$ cat config.mk
export PLATFORM = sky130hd
export DESIGN_NAME = uart_tx_arbiter
export DESIGN_NICKNAME = d
export VERILOG_FILES = /design/src/rtl/uart_tx_arbiter_pkg.sv /design/src/rtl/uart_tx_arbiter_hb_timer.sv /design/src/rtl/uart_tx_arbiter.sv
export SDC_FILE = /design/constraint.sdc
export NUM_CORES = 1
export LEC_CHECK = 0
export BUFFER_PORTS_ARGS = -buffer_cell sky130_fd_sc_hd__buf_4
export CORE_ASPECT_RATIO = 1.75
export CORE_UTILIZATION = 47
export DETAILED_ROUTE_END_ITERATION = 7
export GPL_ROUTABILITY_DRIVEN = 0
export PLACE_DENSITY = 0.69
export RECOVER_POWER = 100
export SLEW_MARGIN = 20
export SYNTH_ARGS = -nofsm -noshare
export SYNTH_HDL_FRONTEND = slang
export SYNTH_SLANG_ARGS = --single-unit
export TNS_END_PERCENT = 1
$ cat constraint.sdc
create_clock -name clk -period 1.7 [get_ports clk]
set_input_delay 0.17 -clock clk [delete_from_list [all_inputs] [get_ports clk]]
set_output_delay 0.17 -clock clk [all_outputs]
set_load 0.005 [all_outputs]
$ cat src/rtl/uart_tx_arbiter_pkg.sv
// Shared encodings for the UART TX arbiter and the feedback byte formats.
package uart_tx_arbiter_pkg;

  typedef enum logic [2:0] {
    S_IDLE,
    S_LAUNCH,
    S_WAIT_BUSY,
    S_SENDING,
    S_GAP
  } state_t;

  localparam logic [1:0] GNT_NONE = 2'd0;
  localparam logic [1:0] GNT_MAN  = 2'd1;
  localparam logic [1:0] GNT_SCR  = 2'd2;
  localparam logic [1:0] GNT_HB   = 2'd3;

  localparam logic [7:0] HB_BYTE_DEF = 8'h03;

  // Packet-type tags carried in the top bits of TX and RX bytes
  localparam logic [1:0] PKT_CMD      = 2'b00;
  localparam logic [1:0] PKT_SCRIPT   = 2'b01;
  localparam logic [1:0] PKT_STATUS   = 2'b10;
  localparam logic [1:0] PKT_FEEDBACK = 2'b11;

endpackage

$ cat src/rtl/uart_tx_arbiter_hb_timer.sv
// Periodic status-query timer: raises hb_pend every HB_PERIOD cycles while enabled.
module hb_timer
  import uart_tx_arbiter_pkg::*;
#(
  parameter int HB_PERIOD = 100000
) (
  input  logic clk,
  input  logic rst,
  input  logic hb_en,
  input  logic hb_clr,
  output logic hb_pend
);

  localparam int CW = (HB_PERIOD > 2) ? $clog2(HB_PERIOD) : 1;

  logic [CW-1:0] cnt;
  logic          wrap;

  assign wrap = (cnt == CW'(HB_PERIOD - 1));

  // A wrap coinciding with a clear is a fresh query, so set wins
  always_ff @(posedge clk) begin
    if (rst || !hb_en) begin
      cnt     <= '0;
      hb_pend <= 1'b0;
    end else begin
      cnt     <= wrap ? '0 : cnt + CW'(1);
      hb_pend <= (hb_pend & ~hb_clr) | wrap;
    end
  end

endmodule

$ cat src/rtl/uart_tx_arbiter.sv
// Shares one UART TX between manual, script and heartbeat sources,
// one byte at a time with a start/busy handshake and an enforced idle gap.
module uart_tx_arbiter
  import uart_tx_arbiter_pkg::*;
#(
  parameter int         GAP_CYCLES   = 16,
  parameter int         HB_PERIOD    = 100000,
  parameter logic [7:0] HB_BYTE      = HB_BYTE_DEF,
  parameter int         BUSY_TIMEOUT = 4
) (
  input  logic       clk,
  input  logic       rst,
  input  logic       man_req,
  input  logic [7:0] man_data,
  output logic       man_ack,
  input  logic       scr_req,
  input  logic [7:0] scr_data,
  output logic       scr_ack,
  input  logic       hb_en,
  input  logic       tx_busy,
  output logic       tx_start,
  output logic [7:0] tx_data,
  output logic [1:0] grant,
  output logic       tx_err
);

  localparam int GW = $clog2(GAP_CYCLES + 1);
  localparam int TW = $clog2(BUSY_TIMEOUT + 1);

  state_t        state;
  logic          rr_scr;
  logic [GW-1:0] gap_cnt;
  logic [TW-1:0] tmo_cnt;
  logic          hb_pend;
  logic          hb_clr;

  assign hb_clr = (state == S_LAUNCH) && (grant == GNT_HB);

  hb_timer #(.HB_PERIOD(HB_PERIOD)) u_hb (
    .clk     (clk),
    .rst     (rst),
    .hb_en   (hb_en),
    .hb_clr  (hb_clr),
    .hb_pend (hb_pend)
  );

  always_ff @(posedge clk) begin
    if (rst) begin
      state    <= S_IDLE;
      tx_start <= 1'b0;
      man_ack  <= 1'b0;
      scr_ack  <= 1'b0;
      tx_err   <= 1'b0;
      tx_data  <= 8'h00;
      grant    <= GNT_NONE;
      rr_scr   <= 1'b0;
      gap_cnt  <= '0;
      tmo_cnt  <= '0;
    end else begin
      tx_start <= 1'b0;
      man_ack  <= 1'b0;
      scr_ack  <= 1'b0;
      tx_err   <= 1'b0;
      unique case (state)
        S_IDLE: begin
          if (hb_pend) begin
            tx_data  <= HB_BYTE;
            grant    <= GNT_HB;
            tx_start <= 1'b1;
            state    <= S_LAUNCH;
          end else if (man_req && (!scr_req || !rr_scr)) begin
            tx_data  <= man_data;
            grant    <= GNT_MAN;
            man_ack  <= 1'b1;
            tx_start <= 1'b1;
            rr_scr   <= 1'b1;
            state    <= S_LAUNCH;
          end else if (scr_req) begin
            tx_data  <= scr_data;
            grant    <= GNT_SCR;
            scr_ack  <= 1'b1;
            tx_start <= 1'b1;
            rr_scr   <= 1'b0;
            state    <= S_LAUNCH;
          end
        end
        // The launch cycle itself counts toward the busy timeout
        S_LAUNCH: begin
          tmo_cnt <= TW'(1);
          state   <= S_WAIT_BUSY;
        end
        S_WAIT_BUSY: begin
          if (tx_busy) begin
            state <= S_SENDING;
          end else if (tmo_cnt >= TW'(BUSY_TIMEOUT - 1)) begin
            tx_err  <= 1'b1;
            grant   <= GNT_NONE;
            gap_cnt <= '0;
            state   <= S_GAP;
          end else begin
            tmo_cnt <= tmo_cnt + TW'(1);
          end
        end
        S_SENDING: begin
          if (!tx_busy) begin
            grant   <= GNT_NONE;
            gap_cnt <= '0;
            state   <= S_GAP;
          end
        end
        S_GAP: begin
          if (gap_cnt == GW'(GAP_CYCLES - 1)) state <= S_IDLE;
          else                                gap_cnt <= gap_cnt + GW'(1);
        end
        default: state <= S_IDLE;
      endcase
    end
  end

endmodule

== Word level (Yosys, flattened, before mapping) ==
Index checks and enable logic that the tools add are counted.
W data, S select, Z words.

* Register bits after elaboration: 44
* Bits of input ports: 22
* Output and inout port bits: 14
* Word-level logic and storage cells: 94

* $add $sub $neg: 3
* Magnitude comparators: 1
* Eq/ne operators: 15
* Mux-type cells: 33
* Bitwise logic cells: 6
* Reduce and logical (&&, ||, !) cells: 24

{| class="wikitable"
|+ Operator list
! operator !! number
|-
| $mux W3 || 9
|-
| $mux W8 || 3
|-
| $mux W5 || 4
|-
| $add A17 B1 Y17 const B || 1
|-
| $eq A17 B17 Y1 const B || 1
|-
| $pmux W3 S5 || 1
|-
| $pmux W5 S3 || 1
|-
| $mux W2 || 6
|-
| $ne A2 B2 Y1 const B || 6
|-
| $reduce_and A5 Y1 || 2
|-
| $reduce_bool A3 Y1 || 3
|-
| $mux W1 || 7
|-
| $eq A3 B2 Y1 const B || 2
|-
| $pmux W2 S3 || 1
|-
| $pmux W3 S2 || 1
|-
| $reduce_and A3 Y1 || 2
|-
| $reduce_or A3 Y1 || 2
|-
| $add A5 B1 Y5 const B || 1
|-
| $eq A5 B4 Y1 const B || 1
|-
| $ne A4 B3 Y1 const B || 1
|-
| $not A1 Y1 || 4
|-
| $reduce_and A4 Y1 || 1
|-
| $reduce_bool A2 Y1 || 2
|-
| $reduce_or A2 Y1 || 2
|-
| other kinds (14) || 18
|}

== Depth between registers and ports, before layout ==
* Depth in word-level cells: 6
* Depth in mapped cells: 7
* Depth with buffers taken out: 7

== By module ==
Synthesis repeated with hierarchy kept, for this count alone.

* Cells, all modules: 238
* Area, all modules: 2140.8 um2

{| class="wikitable"
|+ Modules (own cells, without submodules)
! module !! times used !! cells an instance !! area an instance (um2)
|-
| uart_tx_arbiter || 1 || 148 || 1325.0
|-
| hb_timer || 1 || 90 || 815.8
|}

== Worst setup path before layout ==
OpenSTA, ideal clock, no wires.

* Kind: reg-to-reg
* Start: reg gap_cnt[0]
* End: reg gap_cnt[3]
* Setup time: 0.114 ns
* Arrival: 1.647 ns
* Slack: -0.061 ns
* Stages on the path, launching flop included: 8
* Path buffers: 0
* Clock period less this slack: 1.761 ns
* Cell sequence: dfxtp_1 ha_1 and3_1 ha_1 nor4b_4 nand4_1 xor2_1 nor2_1

* Cells in the longest elaborated chain, start to end: 3
* Elaborated cells between the ends (all ways): 6

{| class="wikitable"
|+ RTL lines
! what !! RTL line !! source
|-
| start: declaration || uart_tx_arbiter.sv:32 || <nowiki>logic [GW-1:0] gap_cnt;</nowiki>
|-
| start signal: assignment || uart_tx_arbiter.sv:113 || <nowiki>else gap_cnt <= gap_cnt + GW'(1);</nowiki>
|-
| $add A5 B1 Y5 or $eq A5 B4 Y1 (tied branches) || uart_tx_arbiter.sv:113, uart_tx_arbiter.sv:112 ||
|-
| $mux W5 or $ne A2 B2 Y1 (tied branches) || - ||
|-
| $pmux W5 S3 or $reduce_and A5 Y1 (tied branches) || - ||
|}

Several ways; a longest one is shown, not always the timed one. The select of a mux whose other input is x is not followed.
A chain may end at the register's enable or synchronous reset.

== Worst setup path after layout ==
* Start: reg tmo_cnt[0]
* End: reg tmo_cnt[2]

* Cells in the longest elaborated chain, start to end: 4
* Elaborated cells between the ends (all ways): 7

{| class="wikitable"
|+ RTL lines
! what !! RTL line !! source
|-
| start: declaration || uart_tx_arbiter.sv:33 || <nowiki>logic [TW-1:0] tmo_cnt;</nowiki>
|-
| start signal: assignment || uart_tx_arbiter.sv:101 || <nowiki>tmo_cnt <= tmo_cnt + TW'(1);</nowiki>
|-
| $add A3 B1 Y3 || uart_tx_arbiter.sv:101 ||
|-
| $mux W3 || uart_tx_arbiter.sv:95 || <nowiki>end else if (tmo_cnt >= TW'(BUSY_TIMEOUT - 1)) begin</nowiki>
|-
| $mux W3 || uart_tx_arbiter.sv:93 || <nowiki>if (tx_busy) begin</nowiki>
|-
| $pmux W3 S2 || uart_tx_arbiter.sv:64 || <nowiki>unique case (state)</nowiki>
|}

Several ways; a longest one is shown, not always the timed one. The select of a mux whose other input is x is not followed.

==> metrics.csv <==
metric;value;unit
peakVddDrop;0.648;mV
final_cells;320;
die_w;51.8;um
dp_hpwl;3.35;mm
dpl_cell_area;2460;um^2
cts.sinks;44;
hold_ws;0.0881;ns
ys.flop_type;dfxtp_1;
syn-cell-area;2040;um^2
worstPathArrival;1.92;ns
power.leakage;0.969;nW
status;complete, no violations;
yosysTopAreaCellShare;43.2;%
cp.required;1.94;ns
pwr-share-comb;19.8;%
clk_path_buf_depth;2;
crit_buf_inv;0;
gr-total-overflow;0;
num_rows;31;
drt_iter0_drc;29;
power.internal;1.66;mW
cts.htree.levels;2;
synth_most_common_cell;dfxtp_1;
maxCapViolations;0;
synth_edf_count;0;
pwr_density_cell;888;nW/um^2
critical_path.top_delay_family;simple AND/OR/NAND/NOR gates;
hold_viol;0;
die_h;89.2;um
antenna_found_initial;0;
cts.reportedPaths.clkPinSlew;0.09;ns
pin_count;36;
critPathMaxFanout;3;
clk_latency;0.30;ns
maxSlewHeadroom;69.6;%
p_clk_share;30.5;%
postCtsSetupBuffers;0;
ys_ff_latch;44;
dpl.cell_count;312;
layout-drive-gt1-share;29.9;%
grt_util_all_layers;20.2;%
grt_max_degree;23;
async_flop_share;0;%
grt_pass1_vias;1638;
viasPerCell;5.46;
critPathSlowestCell;or3_4;
cts_tree;done;
rsz0062_at_grt;yes;
path_class;reg2reg;
yosys-top-cells-count;44 x dfxtp_1, 37 x nor2_1, 12 x nand2_1, 12 x xnor2_1, 11 x nor3_1;
worstMarginPinSlew;0.452;ns
hp-class;in2reg;
syn-num-nets;247;
wl;4.44;mm
path_cells;ha_1, ha_4, a211o_1, or3_4, a2bb2oi_1, nor2_2;
period_minus_slack;1.67;ns
grt_pass1_wl;6.98;mm
ys_top_cells_by_area;dfxtp_1 43%, nor2_1 6.8%, xnor2_1 5.2%;
setup_violations;0;
core-area;4150;um^2
start_kind;register;
ys_seq_area_share;43.2;%
netlist-cell-type-count;50;
total_power;2.30;mW
io_buffer_count;35;
fmax;598;MHz
cts_root_buf;clkbuf_8;
synthCells;220;
finalInstanceArea;2590;um^2
seqPwrFrac;49.7;%
p_sw_share;27.6;%
antenna_cells;0;
vias;1746;
endpoint_kind;register;
initial_core_util;49.2;%
drc;0;
ys_warn_count;0;
yosysTopAreaCell;dfxtp_1;
cts_buffers;5;
die_area;4620;um^2
p_sw;635;uW
avgSynthCellArea;9.28;um^2
post-route-period-util;98.4;%
nNetsFinal;297;
cpPeakStageDelay;0.39;ns
synthToLayoutAreaGrowth;26.8;%
wl_per_cell;13.9;um
fin_worst_skew;0.00752;ns
dr.pass1.iters;4;
final_max_slew_viol_count;0;
postRouteAntennaNets;0;
-- logic make-up (layout without fill, tap and decap cells) --
group | after synthesis | count (layout) | synth area share [%]
fa+ha+maj | 5 | 5 | 3.07
buf+inv | 15 | 66 | 4.29
compound gates | 32 | 32 | 12.8
simple gates | 105 | 105 | 28.4
mux | 1 | 1 | 0.491
flops | 44 | 44 | 43.2
xor+xnor | 18 | 18 | 7.73
-- cell usage in the layout (no fill, tap or decap), types with 2 or more instances in the layout --
| master | n |
|---|---|
| a211oi_1 | 2 |
| a211oi_2 | 2 |
| a21o_1 | 2 |
| a21oi_1 | 6 |
| a221oi_1 | 7 |
| buf_4 | 35 |
| clkbuf_4 | 14 |
| clkbuf_8 | 6 |
| clkinvlp_4 | 2 |
| dfxtp_1 | 42 |
| dfxtp_2 | 2 |
| ha_1 | 2 |
| ha_4 | 2 |
| inv_1 | 6 |
| nand2_1 | 12 |
| nand2b_1 | 3 |
| nand3_1 | 6 |
| nand4_1 | 6 |
| nor2_1 | 37 |
| nor3_1 | 11 |
| nor3_2 | 2 |
| nor3b_1 | 2 |
| nor4_1 | 8 |
| o21ai_1 | 2 |
| o221ai_1 | 2 |
| o32ai_1 | 2 |
| or3_1 | 2 |
| or3_4 | 2 |
| xnor2_1 | 12 |
| xor2_1 | 6 |
-- layout make-up --
cell class / instances / area (um^2)
clock inverter: 2 / 15.0
clock buffer: 6 / 82.6
sequential: 44 / 883
multi-input combinational: 161 / 1120
fill: 365 / 1560
inverter: 7 / 26.3
timing repair buffer: 51 / 399
tap: 49 / 61.3
-- sequential cells by signal (all words and copies together), names as in the netlist, 2 cells and up --
register	flops
tmo_cnt	3
tx_data	8
grant	2
gap_cnt	5
state	3
u_hb.cnt	17
-- timing repair --
action	in CTS	in global routing
hold buffers	0	0
gates resized for setup	1	6
setup endpoints to repair	2	16
pin swaps	0	2
-- layer usage --
metal	up-vias	GRT usage, %	routed length, um
li1	893	-	-
met1	820	20.3	1730
met2	24	38.8	2530
met3	9	4.08	90
met4	0	8.35	92
met5	-	0	0
-- power by group through the flow --
stage                     Clock (mW)  Combinational [mW]  Sequential [mW]
after CTS                      0.713               0.457             1.14
after global routing           0.753               0.504             1.15
after global placement             0               0.448             1.17
after floorplan                    0               0.267             1.16
after detailed placement           0               0.450             1.17
final                          0.700               0.455             1.14
-- path summary, 6_finish.rpt --
path / start / end / slack, ns / cells past startpoint
max reg2reg: tmo_cnt[0] / tmo_cnt[2] / 0.03 / 6
min reg2reg: tx_data[1] / tx_data[1] / 0.45 / 2
max: tmo_cnt[0] / tmo_cnt[2] / 0.03 / 6
min: scr_req / rr_scr / 0.09 / 2
-- worst register-to-register path, delay by kind of cell (launching register included) --
family | cells | cell delay, ns
adder cells (fa/ha/maj) | 2 | 0.40
AO/OA/AOI/OAI | 2 | 0.43
AND/OR/NAND/NOR | 2 | 0.47
flip-flops | 1 | 0.32
-- stage by stage --
stage | util (%) | setup slack [ns] | TNS [ns]
2_1_floorplan | - | -0.0330 | -0.0330
3_3_place_gp | 59.2 | 0.0420 | 0
3_5_place_dp | 59.2 | -0.0197 | -0.0197
4_1_cts | 61.7 | -0.00429 | -0.00429
5_1_grt | 62.3 | -0.0454 | -0.126
6_report | 62.3 | 0.0278 | 0
(Power assumes the default switching activity.)
